===== config.mk =====
export PLATFORM = sky130hd
export DESIGN_NAME = fir_out_decim
export DESIGN_NICKNAME = d
export VERILOG_FILES = /design/src/rtl/fir_out_decim.sv
export SDC_FILE = /design/constraint.sdc
export NUM_CORES = 1
export LEC_CHECK = 0
export CAP_MARGIN = 20
export CORE_ASPECT_RATIO = 1.25
export CORE_MARGIN = 2
export CORE_UTILIZATION = 45
export CTS_CLUSTER_DIAMETER = 150
export CTS_CLUSTER_SIZE = 30
export DETAILED_ROUTE_END_ITERATION = 7
export PLACE_DENSITY = 0.67
export REMOVE_ABC_BUFFERS = 1
export SLEW_MARGIN = 10
export SYNTH_ARGS = -nofsm -noshare
export SYNTH_HDL_FRONTEND = slang
export SYNTH_SLANG_ARGS = --single-unit

===== constraint.sdc =====
create_clock -name clk -period 4.95 [get_ports clk]
set_input_delay 0.7425 -clock clk [delete_from_list [all_inputs] [get_ports clk]]
set_output_delay 0.7425 -clock clk [all_outputs]
set_load 0.005 [all_outputs]

===== src/rtl/fir_out_decim.sv =====
// Output stage for fir_shiftreg: decimate, round/rescale, narrow, buffer in an FWFT FIFO.
// Define FIR_SAT_EN to clamp the rescaled value instead of wrapping it.
module fir_out_decim #(
    parameter int IN_W       = 11,
    parameter int OUT_W      = 8,
    parameter int DECIM      = 2,
    parameter int SHIFT      = 3,
    parameter int FIFO_DEPTH = 4
) (
    input  logic                                 clk,
    input  logic                                 rst,
    input  logic                                 in_valid,
    input  logic signed [IN_W-1:0]               in_data,
    output logic                                 out_valid,
    input  logic                                 out_ready,
    output logic signed [OUT_W-1:0]              out_data,
    output logic [$clog2(FIFO_DEPTH+1)-1:0]      fifo_level,
    output logic                                 ovf_sticky,
    input  logic                                 clr_ovf
);

    localparam int PW      = (DECIM > 1) ? $clog2(DECIM) : 1;
    localparam int AW      = $clog2(FIFO_DEPTH);
    localparam int LW      = $clog2(FIFO_DEPTH + 1);
    localparam int RND_INT = (SHIFT > 0) ? (1 << ((SHIFT > 0) ? SHIFT - 1 : 0)) : 0;
    localparam logic signed [IN_W:0] RND = (IN_W + 1)'(RND_INT);

    logic [PW-1:0]          phase;
    logic                   keep;
    logic signed [IN_W:0]   sum;
    logic signed [OUT_W-1:0] scaled;

    logic                   s1_valid;
    logic signed [OUT_W-1:0] s1_data;

    logic [OUT_W-1:0]       mem [FIFO_DEPTH];
    logic [AW-1:0]          wr_ptr;
    logic [AW-1:0]          rd_ptr;
    logic                   pop;
    logic                   full;
    logic                   wr_en;
    logic                   drop;

    assign keep = in_valid && (phase == '0);

    always_ff @(posedge clk or posedge rst) begin
        if (rst) begin
            phase <= '0;
        end else if (in_valid) begin
            phase <= (phase == PW'(DECIM - 1)) ? '0 : phase + PW'(1);
        end
    end

    // One guard bit so the rounding add cannot overflow before the shift.
    assign sum = $signed({in_data[IN_W-1], in_data}) + RND;

`ifdef FIR_SAT_EN
    localparam logic signed [IN_W:0] MAXV = (IN_W + 1)'((1 << (OUT_W - 1)) - 1);
    localparam logic signed [IN_W:0] MINV = -MAXV - (IN_W + 1)'(1);

    logic signed [IN_W:0] shifted;
    assign shifted = sum >>> SHIFT;

    always_comb begin
        scaled = OUT_W'(shifted);
        if (shifted > MAXV) begin
            scaled = OUT_W'(MAXV);
        end else if (shifted < MINV) begin
            scaled = OUT_W'(MINV);
        end
    end
`else
    assign scaled = OUT_W'(sum >>> SHIFT);
`endif

    always_ff @(posedge clk or posedge rst) begin
        if (rst) begin
            s1_valid <= 1'b0;
            s1_data  <= '0;
        end else begin
            s1_valid <= keep;
            if (keep) begin
                s1_data <= scaled;
            end
        end
    end

    assign out_valid = (fifo_level != '0);
    assign pop       = out_valid && out_ready;
    assign full      = (fifo_level == LW'(FIFO_DEPTH));
    // A pop frees the slot in the same cycle, so a full FIFO still accepts.
    assign wr_en     = s1_valid && (!full || pop);
    assign drop      = s1_valid && full && !pop;
    assign out_data  = out_valid ? mem[rd_ptr] : '0;

    always_ff @(posedge clk) begin
        if (wr_en) begin
            mem[wr_ptr] <= s1_data;
        end
    end

    always_ff @(posedge clk or posedge rst) begin
        if (rst) begin
            wr_ptr     <= '0;
            rd_ptr     <= '0;
            fifo_level <= '0;
        end else begin
            if (wr_en) begin
                wr_ptr <= wr_ptr + AW'(1);
            end
            if (pop) begin
                rd_ptr <= rd_ptr + AW'(1);
            end
            case ({wr_en, pop})
                2'b10:   fifo_level <= fifo_level + LW'(1);
                2'b01:   fifo_level <= fifo_level - LW'(1);
                default: fifo_level <= fifo_level;
            endcase
        end
    end

    always_ff @(posedge clk or posedge rst) begin
        if (rst) begin
            ovf_sticky <= 1'b0;
        end else if (drop) begin
            ovf_sticky <= 1'b1;
        end else if (clr_ovf) begin
            ovf_sticky <= 1'b0;
        end
    end

endmodule


==> flow_summary.yaml <==
hold_path:
  min_path_type: "reg -> reg"
  hold_end: "phase"
  hp-start: "phase"
  holdPathStages: 1
worst_setup_path:
  cp.required_ns: 4.21
  critPathKind: "reg -> out"
  critPathCaptureType: "primary output"
  critPathLaunchType: "flop"
  r2r_cells: 7
  r2r_start: "fifo_level[0]"
  cp_max_fo: 10
  r2r_slack_ns: 2.47
  r2r-end: "fifo_level[2]"
  cp.arrival_ns: 2.18
timing:
  rsz0062_at_grt: "no"
  fin_crit_ns: 2.93
  max-slew-margin-rel: 0.525
  max_freq_ghz: 0.342
  worst_slew_pin_slew_ns: 0.712
  clock_skew_ns: 0.00917
  fin_crit_sh: 0.591
  slew_viol_final: 0
  finalSetupTns_ns: 0
  finalHoldViolCount: 0
  setup_viol: 0
detailed_routing:
  viasPerCell: 5.27
  drt_wl_total_mm: 3.59
  drc: 0
  dr.first_iter.drc_count: 70
  ant_nets: 0
  drt_pass1_iterations: 4
  vias: 1286
  wl_per_cell_um: 14.7
final_layout:
  nets: 205
  final_cell_mix: "edfxtp_1, clkdlybuf4s50_1, dfrtp_1, and2_1, nand2_1"
  final_util: 0.551
  layout_commonest_cell: "edfxtp_1"
  final_area_um2: 2640
  diodes: 0
  synthToLayoutAreaGrowth_pct: 16.6
  layout-drive-gt1-share: 0.125
pwr:
  p_leak_nw: 0.960
  p_int_mw: 1.02
  power_switching_share: 0.304
  design_power_total_mw: 1.47
  p_seq_frac: 0.498
  vdd_ir_drop_max_mv: 0.205
  p_clk_frac: 0.154
  p_switching_mw: 0.445
  combPwrFrac: 0.348
  p_per_area_nw_per_um2: 555
logic_synthesis:
  synthCells: 157
  synth_top_area_share: 0.424
  syn_area_per_cell_um2: 14.4
  ys_ff_latch: 50
  synth.area.top_cells: "edfxtp_1, dfrtp_1, mux4_2"
  ys_warn_count: 0
  async_flop_share: 0.360
  synth_ff_type: "edfxtp_1"
  syn-cell-area_um2: 2270
  synth-edff-count: 32
  synth_top_area_cell: "edfxtp_1"
  synthDistinctLibCells: 37
  ys_seq_area_frac: 0.623
clock_tree:
  clkTransAtPathRegs_ns: 0.08
  cts_buffer_depth: 2
  holdBufCountCts: 0
  cts_buffers: 5
  postCtsSetupBuffers: 0
  cts.htree.levels: 2
  post_cts_resized: 0
  worstSkewPairLatency_ns: 0.30
  cts_tree: "yes"
  root_buffer: "clkbuf_8"
  clock-sinks: 50
floorplanning:
  fp.dieW_um: 67.5
  pin_count: 29
  core_area_um2: 4800
  fp.dieH_um: 83.4
  dieArea_um2: 5630
  initial_core_util: 0.472
  rows: 28
flow_run:
  maxCapViolations: 0
global_route:
  grt_max_degree: 19
  grt_pass1_wl_mm: 5.93
  antenna_found_initial: 0
  first_global_vias: 1309
  grt.overflow.total: 0
  grt_use_total: 0.143
status:
  status: "finished clean"
place:
  dp_hpwl_mm: 2.72
  gp_congestion: 0.698
  dpl-instance-area_um2: 2560
  port_buffers: 26
==> metal layers <==
metal | up-vias | track usage | share of wire
met3 | 10 | 0.0366 | 0.043
li1 | 617 | - | -
met2 | 38 | 0.230 | 0.53
met1 | 621 | 0.179 | 0.41
met5 | - | 0 | 0
met4 | 0 | 0.0612 | 0.021
==> worst max path at each step <==
| stage | start | cells after the start | to | slack (ns) |
|---|---|---|---|---|
| 6_report | rd_ptr[0] | 3 | out_data[5] | 2.02 |
| 5_1_grt | rd_ptr[0] | 3 | out_data[1] | 1.86 |
| 4_1_cts | rd_ptr[0] | 3 | out_data[5] | 1.96 |
| 3_5_place_dp | out_ready | 7 | fifo_level[2] | 1.73 |
| 3_3_place_gp | out_ready | 7 | fifo_level[2] | 1.80 |
| 2_1_floorplan | out_ready | 6 | fifo_level[2] | 2.62 |
==> worst max-delay path, stage by stage, from the launching register on <==
cell             delay (ns)
dfrtp_1                0.71
mux4_2                 0.58
and2_1                 0.17
clkdlybuf4s50_1        0.43
==> area by class of cell <==
| cell class | instances | area, µm² |
|---|---|---|
| fillers | 387 | 2160 |
| flip-flops and latches | 50 | 1410 |
| multi-input cells | 91 | 776 |
| repair buffers | 26 | 260 |
| well taps | 60 | 75.1 |
| clock buffers | 6 | 72.6 |
| inverters | 9 | 33.8 |
| clock inverters | 2 | 15.0 |
==> power by group through the flow <==
| stage | logic, mW | clock network [mW] | registers [mW] |
|---|---|---|---|
| 5_1_grt | 0.567 | 0.251 | 0.758 |
| 2_1_floorplan | 0.320 | 0 | 0.702 |
| 3_5_place_dp | 0.521 | 0 | 0.746 |
| 6_report | 0.511 | 0.226 | 0.730 |
| 3_3_place_gp | 0.502 | 0 | 0.728 |
| 4_1_cts | 0.522 | 0.232 | 0.735 |
==> synthesized netlist by cell type, types with 2 or more instances <==
cell type,number
and2_1,12
nand2_1,10
o211ai_1,2
or3_1,3
nand3_1,6
inv_1,8
buf_2,3
nand4_1,2
mux2_2,3
a31oi_1,3
buf_6,2
mux4_2,8
o21ai_0,9
nor2_1,4
edfxtp_1,32
ha_1,5
xnor2_1,5
dfrtp_1,18
xor2_1,4
==> registers in the layout (all words and copies together) (netlist names) <==
signal and cells:
phase 1, mem 32, wr_ptr 2, s1_data 8
ovf_sticky 1, s1_valid 1, fifo_level 3, rd_ptr 2
==> cell families after synthesis <==
group	synth area share
DFF	0.623
and+or+nand+nor	0.122
AOI/OAI and AO/OA	0.0502
buffers and inverters	0.0353
muxes	0.0988
xor gates and xnor gates	0.0348
adders and majority gates	0.0364
==> per-stage QoR <==
step | std cells | hold WS, ns | setup WS [ns]
floorplan | 150 | 0.430 | 2.62
global placement | 236 | 0.443 | 1.80
detailed placement | 236 | 0.449 | 1.73
CTS | 244 | 0.462 | 1.96
global route | 244 | 0.507 | 1.86
finish | 244 | 0.461 | 2.02
(Power assumes the default switching activity.)
